===== config.mk =====
export PLATFORM = sky130hd
export DESIGN_NAME = output_port_arbiter
export DESIGN_NICKNAME = d
export VERILOG_FILES = /design/src/rtl/output_port_arbiter.sv
export SDC_FILE = /design/constraint.sdc
export NUM_CORES = 1
export LEC_CHECK = 0
export ABC_AREA = 1
export BUFFER_PORTS_ARGS = -buffer_cell sky130_fd_sc_hd__buf_2
export CORE_MARGIN = 2
export CORE_UTILIZATION = 53
export DETAILED_ROUTE_END_ITERATION = 8
export PLACE_DENSITY = 0.87
export SKIP_CTS_REPAIR_TIMING = 1
export SLEW_MARGIN = 20
export SYNTH_ARGS = -nofsm -noshare
export SYNTH_HDL_FRONTEND = slang
export SYNTH_SLANG_ARGS = --single-unit

===== constraint.sdc =====
create_clock -name clk -period 5.7 [get_ports clk]
set_clock_uncertainty 0.1 [all_clocks]
set_input_delay 1.71 -clock clk [delete_from_list [all_inputs] [get_ports clk]]
set_output_delay 1.71 -clock clk [all_outputs]
set_load 0.02 [all_outputs]

===== src/rtl/output_port_arbiter.sv =====
// ---------------------------------------------------------------------------
// output_port_arbiter
//
// Round-robin arbiter that merges NUM_IN packet streams into one output link
// through a single-entry output register.
//
// Ports:
//   clk        - single clock, all state changes on the rising edge
//   rst        - asynchronous, active-high reset
//   in_valid   - per-input "packet offered" flags
//   in_data    - packed input packets, input i at [i*WIDTH_packet +: WIDTH_packet]
//   in_ready   - one-hot (or zero) "packet taken this cycle" per input
//   out_valid  - output register holds a packet
//   out_data   - held packet
//   out_ready  - downstream accepts out_data this cycle
//   grant_id   - source index of the held packet
//   pkt_count  - number of packets delivered downstream (wraps)
// ---------------------------------------------------------------------------
module output_port_arbiter #(
  parameter int NUM_IN       = 4,
  parameter int WIDTH_packet = 14,
  parameter int CNT_W        = 16
) (
  input  logic                           clk,
  input  logic                           rst,
  input  logic [NUM_IN-1:0]              in_valid,
  input  logic [NUM_IN*WIDTH_packet-1:0] in_data,
  output logic [NUM_IN-1:0]              in_ready,
  output logic                           out_valid,
  output logic [WIDTH_packet-1:0]        out_data,
  input  logic                           out_ready,
  output logic [$clog2(NUM_IN)-1:0]      grant_id,
  output logic [CNT_W-1:0]               pkt_count
);

  localparam int IDX_W = $clog2(NUM_IN);
  // NUM_IN at the width of the scan arithmetic (one extra bit absorbs the
  // rr_ptr + offset overflow before the modulo fold).
  localparam logic [IDX_W:0] NUM_IN_W = NUM_IN[IDX_W:0];

  logic                    out_valid_q, out_valid_d;
  logic [WIDTH_packet-1:0] out_data_q,  out_data_d;
  logic [IDX_W-1:0]        grant_id_q,  grant_id_d;
  logic [IDX_W-1:0]        rr_ptr_q,    rr_ptr_d;
  logic [CNT_W-1:0]        pkt_count_q, pkt_count_d;

  logic                    can_accept_s;
  logic                    found_s;
  logic [IDX_W-1:0]        win_idx_s;
  logic [IDX_W:0]          scan_sum_s;
  logic [IDX_W:0]          next_ptr_s;
  logic [NUM_IN-1:0]       in_ready_s;
  logic                    transfer_s;
  logic                    delivery_s;

  // Round-robin scan: first requester at rr_ptr, rr_ptr+1, ... mod NUM_IN.
  always_comb begin
    found_s    = 1'b0;
    win_idx_s  = '0;
    scan_sum_s = '0;
    for (int k = 0; k < NUM_IN; k++) begin
      scan_sum_s = {1'b0, rr_ptr_q} + k[IDX_W:0];
      if (scan_sum_s >= NUM_IN_W) begin
        scan_sum_s = scan_sum_s - NUM_IN_W;
      end else begin
        scan_sum_s = scan_sum_s;
      end
      if (!found_s && in_valid[scan_sum_s[IDX_W-1:0]]) begin
        found_s   = 1'b1;
        win_idx_s = scan_sum_s[IDX_W-1:0];
      end else begin
        found_s   = found_s;
      end
    end
  end

  // Handshake decode. in_ready is gated by rst so it is zero while reset is
  // held, even though the (cleared) output register could accept.
  always_comb begin
    can_accept_s = !out_valid_q || out_ready;
    in_ready_s   = '0;
    if (!rst && can_accept_s && found_s) begin
      in_ready_s[win_idx_s] = 1'b1;
    end else begin
      in_ready_s = '0;
    end
    transfer_s = |in_ready_s;
    delivery_s = out_valid_q && out_ready;
  end

  // Next-state for the output register, round-robin pointer and counter.
  always_comb begin
    out_valid_d = out_valid_q;
    out_data_d  = out_data_q;
    grant_id_d  = grant_id_q;
    rr_ptr_d    = rr_ptr_q;
    pkt_count_d = pkt_count_q;
    next_ptr_s  = {1'b0, win_idx_s} + {{IDX_W{1'b0}}, 1'b1};

    if (transfer_s) begin
      out_valid_d = 1'b1;
      out_data_d  = in_data[int'(win_idx_s)*WIDTH_packet +: WIDTH_packet];
      grant_id_d  = win_idx_s;
      if (next_ptr_s >= NUM_IN_W) begin
        rr_ptr_d = '0;
      end else begin
        rr_ptr_d = next_ptr_s[IDX_W-1:0];
      end
    end else if (delivery_s) begin
      out_valid_d = 1'b0;
    end else begin
      out_valid_d = out_valid_q;
    end

    if (delivery_s) begin
      pkt_count_d = pkt_count_q + {{(CNT_W-1){1'b0}}, 1'b1};
    end else begin
      pkt_count_d = pkt_count_q;
    end
  end

  // State registers; reset discards any held packet without counting it.
  always_ff @(posedge clk or posedge rst) begin
    if (rst) begin
      out_valid_q <= 1'b0;
      out_data_q  <= '0;
      grant_id_q  <= '0;
      rr_ptr_q    <= '0;
      pkt_count_q <= '0;
    end else begin
      out_valid_q <= out_valid_d;
      out_data_q  <= out_data_d;
      grant_id_q  <= grant_id_d;
      rr_ptr_q    <= rr_ptr_d;
      pkt_count_q <= pkt_count_d;
    end
  end

  assign in_ready  = in_ready_s;
  assign out_valid = out_valid_q;
  assign out_data  = out_data_q;
  assign grant_id  = grant_id_q;
  assign pkt_count = pkt_count_q;

endmodule

* Word level (Yosys, flattened, before mapping)
Index checks and enable logic that the tools add are counted.
Word-level totals: register bits after elaboration 35, input bits 63, output and inout bits 37, word-level logic and storage cells 68
Operators by class: $add $sub $neg 9, multipliers 1, magnitude comparators 11, shift-type cells 1, multiplexer cells 26, reductions and logical operators 15
Operators with widths (count):
- $shiftx 56x7->14 | 1
- $mux 2 | 9
- $add 16x1->16 const B | 1
- $lt 2x3->1 const B | 5
- $ge 3x3->1 const B | 4
- $mux 1 | 11
- $bmux 1 s2 | 4
- $sub 2x1->2 const B | 4
- $logic_and 1x1->1 | 7
- $add 2x1->3 const B | 2
- $add 2x2->3 const B | 2
- $logic_not 1->1 | 5
- $mul 2x3->5 const B | 1
- $mux 4 | 1
- $reduce_or 4->1 | 1
- $ge 2x3->1 const B | 1
- $demux 1 s2 | 1
- $ge 2x1->1 const B | 1
- $reduce_bool 2->1 | 1
- $logic_or 1x1->1 | 1

* Logic depth before layout (Yosys ltp)
Gate-level depths: netlist (run 1).
word-level depth 21, mapped depth 19

* Least setup slack after synthesis (run 1)
Ideal clock, no wire load.
kind input to output, from input in_valid[3], to output in_ready[2], arrival 3.154 ns, data required time 3.890 ns, setup slack 0.736 ns, stages on the path 11, buffers on the path 1, cell sequence inv_1 nand2_2 nand3_1 nand2_2 nor2_4 nand4_1 nand3_4 buf_2 ha_1 inv_1 nor2_2
On the way: word-level cells in the longest chain between the ends 17, elaborated cells on any way between the ends 29, classes of those cells 2 x order compare; 19 x mux; 8 x reduce/logical
RTL lines:
- start: declaration | line 26 | input logic [NUM_IN-1:0] in_valid,
- $bmux 1 s2 | line 68 | if (!found_s && in_valid[scan_sum_s[IDX_W-1:0]]) begin
- $mux 1 (not written as such) | line 68
- $mux 1 | line 68
- $logic_not 1->1 | line 68
- $logic_and 1x1->1 | line 68
- $mux 1 | line 68
- $logic_not 1->1 | line 68
- $logic_and 1x1->1 | line 68
- $mux 1 | line 68
- $logic_not 1->1 | line 68
- $logic_and 1x1->1 | line 68
- $mux 2 | line 68
- $lt 2x3->1 (not written as such) / $ge 2x1->1 (equally long branches) | line 83 | in_ready_s[win_idx_s] = 1'b1;
- $logic_and 1x1->1 (not written as such) | line 83
- $mux 1 (not written as such) | line 83
- $demux 1 s2 | line 83
- $mux 4 * | line 82 | if (!rst && can_accept_s && found_s) begin
- end: declaration | line 28 | output logic [NUM_IN-1:0] in_ready,
Every way passes the cells marked *; elsewhere a longest branch is shown, timed or not. The select of a mux whose other input is x is not followed.

* Worst setup path in the final report (run 1)
from input in_valid[3], to output in_ready[3]
Same word-level chain as after synthesis.

==> results of run 1 <==
## area by class of cell
type                            count  area, µm²  share of cell area [%]
Multi-Input combinational cell    269       1310                    43.0
Sequential cell                    35        876                    28.8
Timing Repair Buffer              103        526                    17.3
Inverter                           48        183                    6.00
Clock buffer                        6       72.6                    2.38
Tap cell                           52       65.1                    2.14
Clock inverter                      2       12.5                   0.411
## cells by family (layout without fill, tap and decap cells)
| family | count (synthesis) | in the layout | synth area share [%] |
|---|---|---|---|
| adders and majority gates | 3 | 3 | 1.52 |
| and+or+nand+nor | 244 | 244 | 44.6 |
| muxes | 1 | 1 | 0.457 |
| xor gates and xnor gates | 13 | 13 | 4.62 |
| AOI/OAI and AO/OA | 8 | 8 | 1.88 |
| buffers and inverters | 63 | 159 | 11.4 |
| DFF | 35 | 35 | 35.5 |
## flip-flops by register name (all words and copies together), names as in the netlist
register,cells
out_data,14
grant_id,2
out_valid,1
pkt_count,16
rr_ptr_q,2
## power breakdown
group | switching (µW) | internal, µW | total (µW) | leakage [µW]
clock | 87.8 | 85.3 | 173 | 0.0000412
sequential | 73.4 | 346 | 419 | 0.000433
combinational | 984 | 473 | 1460 | 0.00141
## how the worst max path moves through the flow
stage / start / endpoint / depth (start not counted)
final: in_valid[3] / in_ready[3] / 14
after global routing: in_valid[2] / in_ready[3] / 14
after CTS: in_valid[3] / in_ready[2] / 12
after detailed placement: in_valid[3] / in_ready[2] / 12
after global placement: in_valid[3] / in_ready[3] / 12
after floorplan: in_valid[3] / in_ready[2] / 11
## routing by layer
layer | GRT usage, % | up-vias
li1 | - | 1334
met2 | 41.6 | 110
met3 | 5.56 | 10
met5 | 0 | -
met1 | 29.0 | 1188
met4 | 11.1 | 0
## critical path, cell delays in order
cell and delay, ns:
sky130_fd_sc_hd__buf_2 0.10, sky130_fd_sc_hd__inv_1 0.07, sky130_fd_sc_hd__nand2_2 0.06, sky130_fd_sc_hd__nand3_1 0.14, sky130_fd_sc_hd__nand2_2 0.11, sky130_fd_sc_hd__nor2_1 0.19
sky130_fd_sc_hd__nor2_1 0.07, sky130_fd_sc_hd__nand2_1 0.10, sky130_fd_sc_hd__nand2_1 0.12, sky130_fd_sc_hd__inv_1 0.12, sky130_fd_sc_hd__ha_1 0.14, sky130_fd_sc_hd__inv_1 0.04
sky130_fd_sc_hd__nor2_2 0.22, sky130_fd_sc_hd__buf_2 0.21
## through the flow
step / utilization, % / total power [µW] / instances / hold slack, ns / area [µm²]
floorplan: - / 1600 / 367 / 0.481 / 2470
global placement: 67.0 / 1840 / 507 / 0.357 / 2960
detailed placement: 67.0 / 1880 / 507 / 0.357 / 2960
CTS: 69.0 / 2060 / 515 / 0.372 / 3040
global route: 69.0 / 2280 / 515 / 0.409 / 3040
finish: 69.0 / 2050 / 515 / 0.366 / 3040
## cell usage in the layout, fill, tap and decap left out
| cell | n |
|---|---|
| sky130_fd_sc_hd__clkinv_2 | 1 |
| sky130_fd_sc_hd__nand4_1 | 2 |
| sky130_fd_sc_hd__nand3b_1 | 1 |
| sky130_fd_sc_hd__inv_1 | 45 |
| sky130_fd_sc_hd__buf_2 | 99 |
| sky130_fd_sc_hd__clkinvlp_4 | 1 |
| sky130_fd_sc_hd__nor4_1 | 1 |
| sky130_fd_sc_hd__o21ai_1 | 1 |
| sky130_fd_sc_hd__inv_2 | 2 |
| sky130_fd_sc_hd__a21oi_1 | 2 |
| sky130_fd_sc_hd__nor3_1 | 4 |
| sky130_fd_sc_hd__dfrtp_1 | 35 |
| sky130_fd_sc_hd__a21boi_2 | 1 |
| sky130_fd_sc_hd__nand2_4 | 1 |
| sky130_fd_sc_hd__nor2_8 | 1 |
| sky130_fd_sc_hd__nand3_1 | 69 |
| sky130_fd_sc_hd__xor2_1 | 8 |
| sky130_fd_sc_hd__clkbuf_8 | 5 |
| sky130_fd_sc_hd__o21ai_0 | 4 |
| sky130_fd_sc_hd__nor3b_1 | 1 |
| sky130_fd_sc_hd__nand2_8 | 1 |
| sky130_fd_sc_hd__inv_4 | 1 |
| sky130_fd_sc_hd__nand2_2 | 5 |
| sky130_fd_sc_hd__nor2_4 | 1 |
| sky130_fd_sc_hd__xnor2_1 | 5 |
| sky130_fd_sc_hd__nor2_2 | 2 |
| sky130_fd_sc_hd__nand2_1 | 143 |
| sky130_fd_sc_hd__mux2_2 | 1 |
| sky130_fd_sc_hd__ha_1 | 3 |
| sky130_fd_sc_hd__nor2_1 | 11 |
| sky130_fd_sc_hd__nand3_4 | 1 |
| sky130_fd_sc_hd__buf_4 | 4 |
| sky130_fd_sc_hd__clkbuf_1 | 1 |
==> flow_results.xml, run 1 <==
<?xml version="1.0" encoding="UTF-8"?>
<metrics>
  <group name="outcome">
    <metric name="run_status" unit="">finished, final reports clean</metric>
  </group>
  <group name="flow_run">
    <metric name="maxCapViolations" unit="">0</metric>
  </group>
  <group name="hold_path">
    <metric name="timing.hold.worst.class" unit="">flip-flop to flip-flop</metric>
    <metric name="hold-path-endpoint" unit="">pkt_count[15]</metric>
    <metric name="hold_path.startpoint" unit="">pkt_count[15]</metric>
    <metric name="holdPathStages" unit="">1</metric>
  </group>
  <group name="timing">
    <metric name="timing.final.crit_period" unit="ns">5.22</metric>
    <metric name="setup-tns-final" unit="ns">0</metric>
    <metric name="fmax" unit="GHz">0.192</metric>
    <metric name="timing.slew.headroom" unit="%">69.0</metric>
    <metric name="max_slew.worst_pin.slew" unit="ns">0.460</metric>
    <metric name="hold_viol_final" unit="">0</metric>
    <metric name="setup_viol" unit="">0</metric>
    <metric name="rsz0062_at_grt" unit="">false</metric>
    <metric name="postLayoutSetupSlackWorst" unit="ns">0.478</metric>
    <metric name="final-max-slew-violation-count" unit="">0</metric>
    <metric name="final_period_util" unit="%">91.6</metric>
  </group>
  <group name="critical_path">
    <metric name="r2r_setup_slack" unit="ns">2.89</metric>
    <metric name="cp_data_arrival_time" unit="ns">3.41</metric>
    <metric name="worstSetupStartpointType" unit="">input port</metric>
    <metric name="critPathMaxFanout" unit="">5</metric>
    <metric name="worst-endpoint-required" unit="ns">3.89</metric>
    <metric name="crit-reg2reg-launch" unit="">rr_ptr_q[0]</metric>
    <metric name="setup.worst_path.end_class" unit="">output pin</metric>
    <metric name="worst-setup-path-type" unit="">input port to output pin</metric>
    <metric name="worst_reg2reg_endpoint" unit="">rr_ptr_q[1]</metric>
    <metric name="worstRegToRegCells" unit="">14</metric>
  </group>
  <group name="route">
    <metric name="drtIter0Drc" unit="">117</metric>
    <metric name="via_count" unit="">2642</metric>
    <metric name="detailroute.wirelength.met2" unit="µm">2970</metric>
    <metric name="route.final.wire_length" unit="µm">5970</metric>
    <metric name="firstDrtPassIters" unit="">5</metric>
    <metric name="drc_errors" unit="">0</metric>
    <metric name="wl_met3" unit="µm">386</metric>
    <metric name="routedLengthMet1" unit="µm">2500</metric>
    <metric name="route.top_layer_used" unit="">met4</metric>
    <metric name="drt-vias-per-instance" unit="">5.13</metric>
    <metric name="ant_nets" unit="">0</metric>
    <metric name="wl_per_cell" unit="µm">11.6</metric>
  </group>
  <group name="clock_tree">
    <metric name="clock_sink_count" unit="">35</metric>
    <metric name="clock_tree.root_cell" unit="">sky130_fd_sc_hd__clkbuf_8</metric>
    <metric name="number_of_buffers_added_by_the_clock_tree_synthesis_step" unit="">5</metric>
    <metric name="cts_tree" unit="">yes</metric>
    <metric name="insertion_delay" unit="ns">0.28</metric>
    <metric name="clk_path_buf_depth" unit="">2</metric>
    <metric name="h_tree_levels" unit="">2</metric>
    <metric name="clkTransAtPathRegs" unit="ns">0.07</metric>
  </group>
  <group name="placement">
    <metric name="place_ws" unit="ns">0.485</metric>
    <metric name="dp_hpwl" unit="µm">4580</metric>
    <metric name="buffer_ports.inserted" unit="">99</metric>
    <metric name="gp_routability_congestion" unit="">0.957</metric>
  </group>
  <group name="grt">
    <metric name="grt_start_max_net_pins" unit="">36</metric>
    <metric name="antenna_found_initial" unit="">0</metric>
    <metric name="grt_first_pass_wirelength" unit="µm">10200</metric>
    <metric name="first_global_vias" unit="">2476</metric>
    <metric name="groute.usage.overall" unit="%">24.3</metric>
    <metric name="grt_overflow_total" unit="">0</metric>
  </group>
  <group name="yosys">
    <metric name="synth_ff_type" unit="">sky130_fd_sc_hd__dfrtp_1</metric>
    <metric name="synthesis.area_per_instance" unit="µm²">6.72</metric>
    <metric name="synth_cell_types" unit="">30</metric>
    <metric name="post_synth_arst_share" unit="%">100</metric>
    <metric name="syn-instance-count" unit="">367</metric>
    <metric name="commonest_cells_in_the_netlist" unit="">143 x sky130_fd_sc_hd__nand2_1, 69 x sky130_fd_sc_hd__nand3_1, 45 x sky130_fd_sc_hd__inv_1</metric>
    <metric name="post-synth-top-area-fraction" unit="%">35.5</metric>
    <metric name="synth_seq_area_share" unit="%">35.5</metric>
    <metric name="synth_top_area_cells" unit="">sky130_fd_sc_hd__dfrtp_1 36%, sky130_fd_sc_hd__nand2_1 22%, sky130_fd_sc_hd__nand3_1 14%</metric>
    <metric name="mappedNetlistNets" unit="">433</metric>
    <metric name="synth_warnings" unit="">0</metric>
    <metric name="synthesis_stage_register_bit_count" unit="">35</metric>
    <metric name="synth_area" unit="mm²">0.00247</metric>
    <metric name="synth_most_common_cell" unit="">sky130_fd_sc_hd__nand2_1</metric>
    <metric name="synth-edff-count" unit="">0</metric>
    <metric name="synth_largest_area_cell" unit="">sky130_fd_sc_hd__dfrtp_1</metric>
  </group>
  <group name="layout">
    <metric name="drive_above_1_share" unit="%">27.4</metric>
    <metric name="antenna-diode-count" unit="">0</metric>
    <metric name="area_growth" unit="%">23.4</metric>
    <metric name="fill_cells" unit="">396</metric>
    <metric name="finalNetCount" unit="">528</metric>
  </group>
  <group name="die">
    <metric name="fp.dieArea" unit="mm²">0.00522</metric>
    <metric name="design.portCount" unit="">100</metric>
    <metric name="dieWidth" unit="µm">72.2</metric>
    <metric name="rows" unit="">24</metric>
    <metric name="floorplan.initialDensity" unit="%">55.9</metric>
    <metric name="die_height" unit="µm">72.2</metric>
    <metric name="placeableCoreArea" unit="mm²">0.00441</metric>
  </group>
  <group name="power">
    <metric name="power.static_leakage" unit="µW">0.00189</metric>
    <metric name="irDropWorstVdd" unit="mV">0.372</metric>
    <metric name="power.density_cell_area" unit="mW/mm²">673</metric>
  </group>
</metrics>
(Power assumes the default switching activity.)
==> run 2, diff against run 1 <==
==> constraint.sdc (replaced) <==
create_clock -name clk -period 5.7 [get_ports clk]
set_clock_uncertainty 0.1 [all_clocks]
set_input_delay 1.71 -clock clk [delete_from_list [all_inputs] [get_ports clk]]
set_output_delay 1.71 -clock clk [all_outputs]
set_load 0.01 [all_outputs]
==> run 2 against run 1 <==
  * Count of clock-buffer cells in the layout unchanged
  * Highest routed layer unchanged
  * Critical path depth decreased by 2
  * Worst setup slack improved by 0.0078 ns
  * Critical endpoint is now in_ready[2]
  * Design area unchanged
  * Clock power increased by 3%
  * Via count decreased by 0.72%
  * First-iteration DRC count decreased by 3.4%
  * Flip-flop and latch count unchanged
  * Sequential share of layout area unchanged
  * Maximum frequency increased by 0.15%
  * Largest cell class unchanged
  * Non-clock buffer count unchanged
  * Register-to-register slack got worse by 0.06 ns
==> flow_results.xml, run 2 (synthesis results as in run 1) <==
<?xml version="1.0" encoding="UTF-8"?>
<metrics>
  <group name="grt">
    <metric name="first_global_vias" unit="">2442</metric>
    <metric name="antenna_found_initial" unit="">0</metric>
    <metric name="grt_overflow_total" unit="">0</metric>
    <metric name="grt_first_pass_wirelength" unit="µm">10200</metric>
    <metric name="grt_start_max_net_pins" unit="">36</metric>
    <metric name="groute.usage.overall" unit="%">24.4</metric>
  </group>
  <group name="critical_path">
    <metric name="critical_path.max_stage_delay" unit="ns">0.26</metric>
    <metric name="worst-setup-path-type" unit="">input port to output pin</metric>
    <metric name="worstSetupStartpointType" unit="">input port</metric>
    <metric name="path_cells" unit="">buf_2 &gt; inv_1 &gt; nand2_2 &gt; nand3_1 &gt; nand2_2 &gt; nor2_4 &gt; nand4_1 &gt; nand3_4 &gt; ha_1 &gt; inv_1 &gt; nor2_2 &gt; buf_2</metric>
    <metric name="largest_delay_share_family_worst_path" unit="">simple AND/OR/NAND/NOR gates</metric>
    <metric name="critPathMaxFanout" unit="">19</metric>
    <metric name="cp_data_arrival_time" unit="ns">3.40</metric>
    <metric name="worst-endpoint-required" unit="ns">3.89</metric>
    <metric name="setup.worst_path.end_class" unit="">output pin</metric>
    <metric name="worstPathBufferInverterCount" unit="">4</metric>
    <metric name="worst_path_max_delay_cell" unit="">sky130_fd_sc_hd__nand3_4</metric>
  </group>
  <group name="outcome">
    <metric name="run_status" unit="">finished, final reports clean</metric>
  </group>
  <group name="route">
    <metric name="drc_errors" unit="">0</metric>
    <metric name="route.final.wire_length" unit="µm">6070</metric>
    <metric name="drtIter0Drc" unit="">113</metric>
    <metric name="ant_nets" unit="">0</metric>
    <metric name="wl_per_cell" unit="µm">11.8</metric>
    <metric name="drt-vias-per-instance" unit="">5.09</metric>
    <metric name="firstDrtPassIters" unit="">5</metric>
    <metric name="via_count" unit="">2623</metric>
  </group>
  <group name="die">
    <metric name="fp.dieArea" unit="mm²">0.00522</metric>
    <metric name="design.portCount" unit="">100</metric>
    <metric name="floorplan.initialDensity" unit="%">55.9</metric>
    <metric name="rows" unit="">24</metric>
    <metric name="dieWidth" unit="µm">72.2</metric>
    <metric name="die_height" unit="µm">72.2</metric>
    <metric name="placeableCoreArea" unit="mm²">0.00441</metric>
  </group>
  <group name="placement">
    <metric name="placed_cells_incl_taps" unit="">507</metric>
    <metric name="dpl_cell_area" unit="mm²">0.00296</metric>
    <metric name="gp_routability_congestion" unit="">0.955</metric>
    <metric name="dp_hpwl" unit="µm">4580</metric>
    <metric name="buffer_ports.inserted" unit="">99</metric>
  </group>
  <group name="timing">
    <metric name="setup_viol" unit="">0</metric>
    <metric name="timing.final.crit_period" unit="ns">5.21</metric>
    <metric name="fmax" unit="GHz">0.192</metric>
    <metric name="timing.slew.headroom" unit="%">70.2</metric>
    <metric name="rsz0062_at_grt" unit="">false</metric>
    <metric name="setup-tns-final" unit="ns">0</metric>
    <metric name="hold_viol_final" unit="">0</metric>
    <metric name="max_slew.worst_pin.slew" unit="ns">0.443</metric>
    <metric name="final-max-slew-violation-count" unit="">0</metric>
    <metric name="final_period_util" unit="%">91.5</metric>
  </group>
  <group name="layout">
    <metric name="area_growth" unit="%">23.4</metric>
    <metric name="layout_common_cells" unit="">143 x sky130_fd_sc_hd__nand2_1, 99 x sky130_fd_sc_hd__buf_2, 69 x sky130_fd_sc_hd__nand3_1</metric>
    <metric name="drive_above_1_share" unit="%">27.4</metric>
    <metric name="largest_register_ff_count" unit="">16</metric>
    <metric name="finalNetCount" unit="">528</metric>
    <metric name="antenna-diode-count" unit="">0</metric>
    <metric name="most_common_cell_after_layout_fill_and_taps_aside" unit="">sky130_fd_sc_hd__nand2_1</metric>
    <metric name="design_area" unit="mm²">0.00304</metric>
    <metric name="post_layout_nonfiller_instances" unit="">515</metric>
    <metric name="final_core_utilization" unit="%">69.0</metric>
  </group>
  <group name="power">
    <metric name="clock_power_share" unit="%">9.0</metric>
    <metric name="power.density_cell_area" unit="mW/mm²">653</metric>
    <metric name="power_switching_share" unit="%">54.6</metric>
    <metric name="p_int" unit="µW">903</metric>
    <metric name="power.static_leakage" unit="µW">0.00189</metric>
    <metric name="share_of_power_burned_in_registers" unit="%">21.1</metric>
    <metric name="power.switching" unit="µW">1080</metric>
    <metric name="power.combinational.fraction" unit="%">69.9</metric>
    <metric name="power.total" unit="µW">1990</metric>
    <metric name="irDropWorstVdd" unit="mV">0.407</metric>
  </group>
  <group name="flow_run">
    <metric name="maxCapViolations" unit="">0</metric>
  </group>
  <group name="hold_path">
    <metric name="timing.hold.worst.class" unit="">flip-flop to flip-flop</metric>
  </group>
  <group name="clock_tree">
    <metric name="h_tree_levels" unit="">2</metric>
    <metric name="insertion_delay" unit="ns">0.29</metric>
    <metric name="clk_path_buf_depth" unit="">2</metric>
    <metric name="clkTransAtPathRegs" unit="ns">0.08</metric>
    <metric name="clock_tree.root_cell" unit="">sky130_fd_sc_hd__clkbuf_8</metric>
    <metric name="clock_sink_count" unit="">35</metric>
    <metric name="cts_tree" unit="">yes</metric>
    <metric name="number_of_buffers_added_by_the_clock_tree_synthesis_step" unit="">5</metric>
  </group>
</metrics>
-- run 2: per-layer routing --
metal | vias up | part of all wire (%) | global-route usage [%]
met5 | - | 0 | 0
met4 | 0 | 1.5 | 8.81
met3 | 10 | 5.2 | 4.44
met2 | 75 | 50 | 42.1
met1 | 1207 | 43 | 30.5
li1 | 1331 | - | -
-- run 2: metrics by stage --
step                      hold slack, ns  setup slack [ns]
after CTS                          0.372             0.508
after global placement             0.357             0.609
final                              0.367             0.486
after detailed placement           0.357             0.514
after floorplan                    0.407             0.811
after global routing               0.409             0.322
-- run 2: cell type report --
type / instances / area (µm²)
Tap cell: 52 / 65.1
Fill cell: 404 / 1370
Clock buffer: 6 / 72.6
Timing Repair Buffer: 103 / 526
Multi-Input combinational cell: 269 / 1310
Inverter: 48 / 183
Clock inverter: 2 / 12.5
Sequential cell: 35 / 876
-- run 2: power groups by stage --
stage | combinational (µW) | sequential (µW) | clock, µW
global placement | 1350 | 422 | 0
detailed placement | 1390 | 420 | 0
floorplan | 1090 | 443 | 0
global route | 1590 | 432 | 189
finish | 1390 | 419 | 178
CTS | 1400 | 418 | 178
-- run 2: final timing paths --
path / from / endpoint / slack (ns) / cells after the start
worst max-delay path: in_valid[3] / in_ready[2] / 0.49 / 12
worst min-delay path: pkt_count[15] / pkt_count[15] / 0.37 / 1
worst max register to register: rr_ptr_q[0] / rr_ptr_q[1] / 2.83 / 14
worst min register to register: pkt_count[15] / pkt_count[15] / 0.37 / 1
max in group asynchronous: rst / out_data[5] / 3.78 / 3
min in group asynchronous: rst / pkt_count[9] / 1.41 / 3
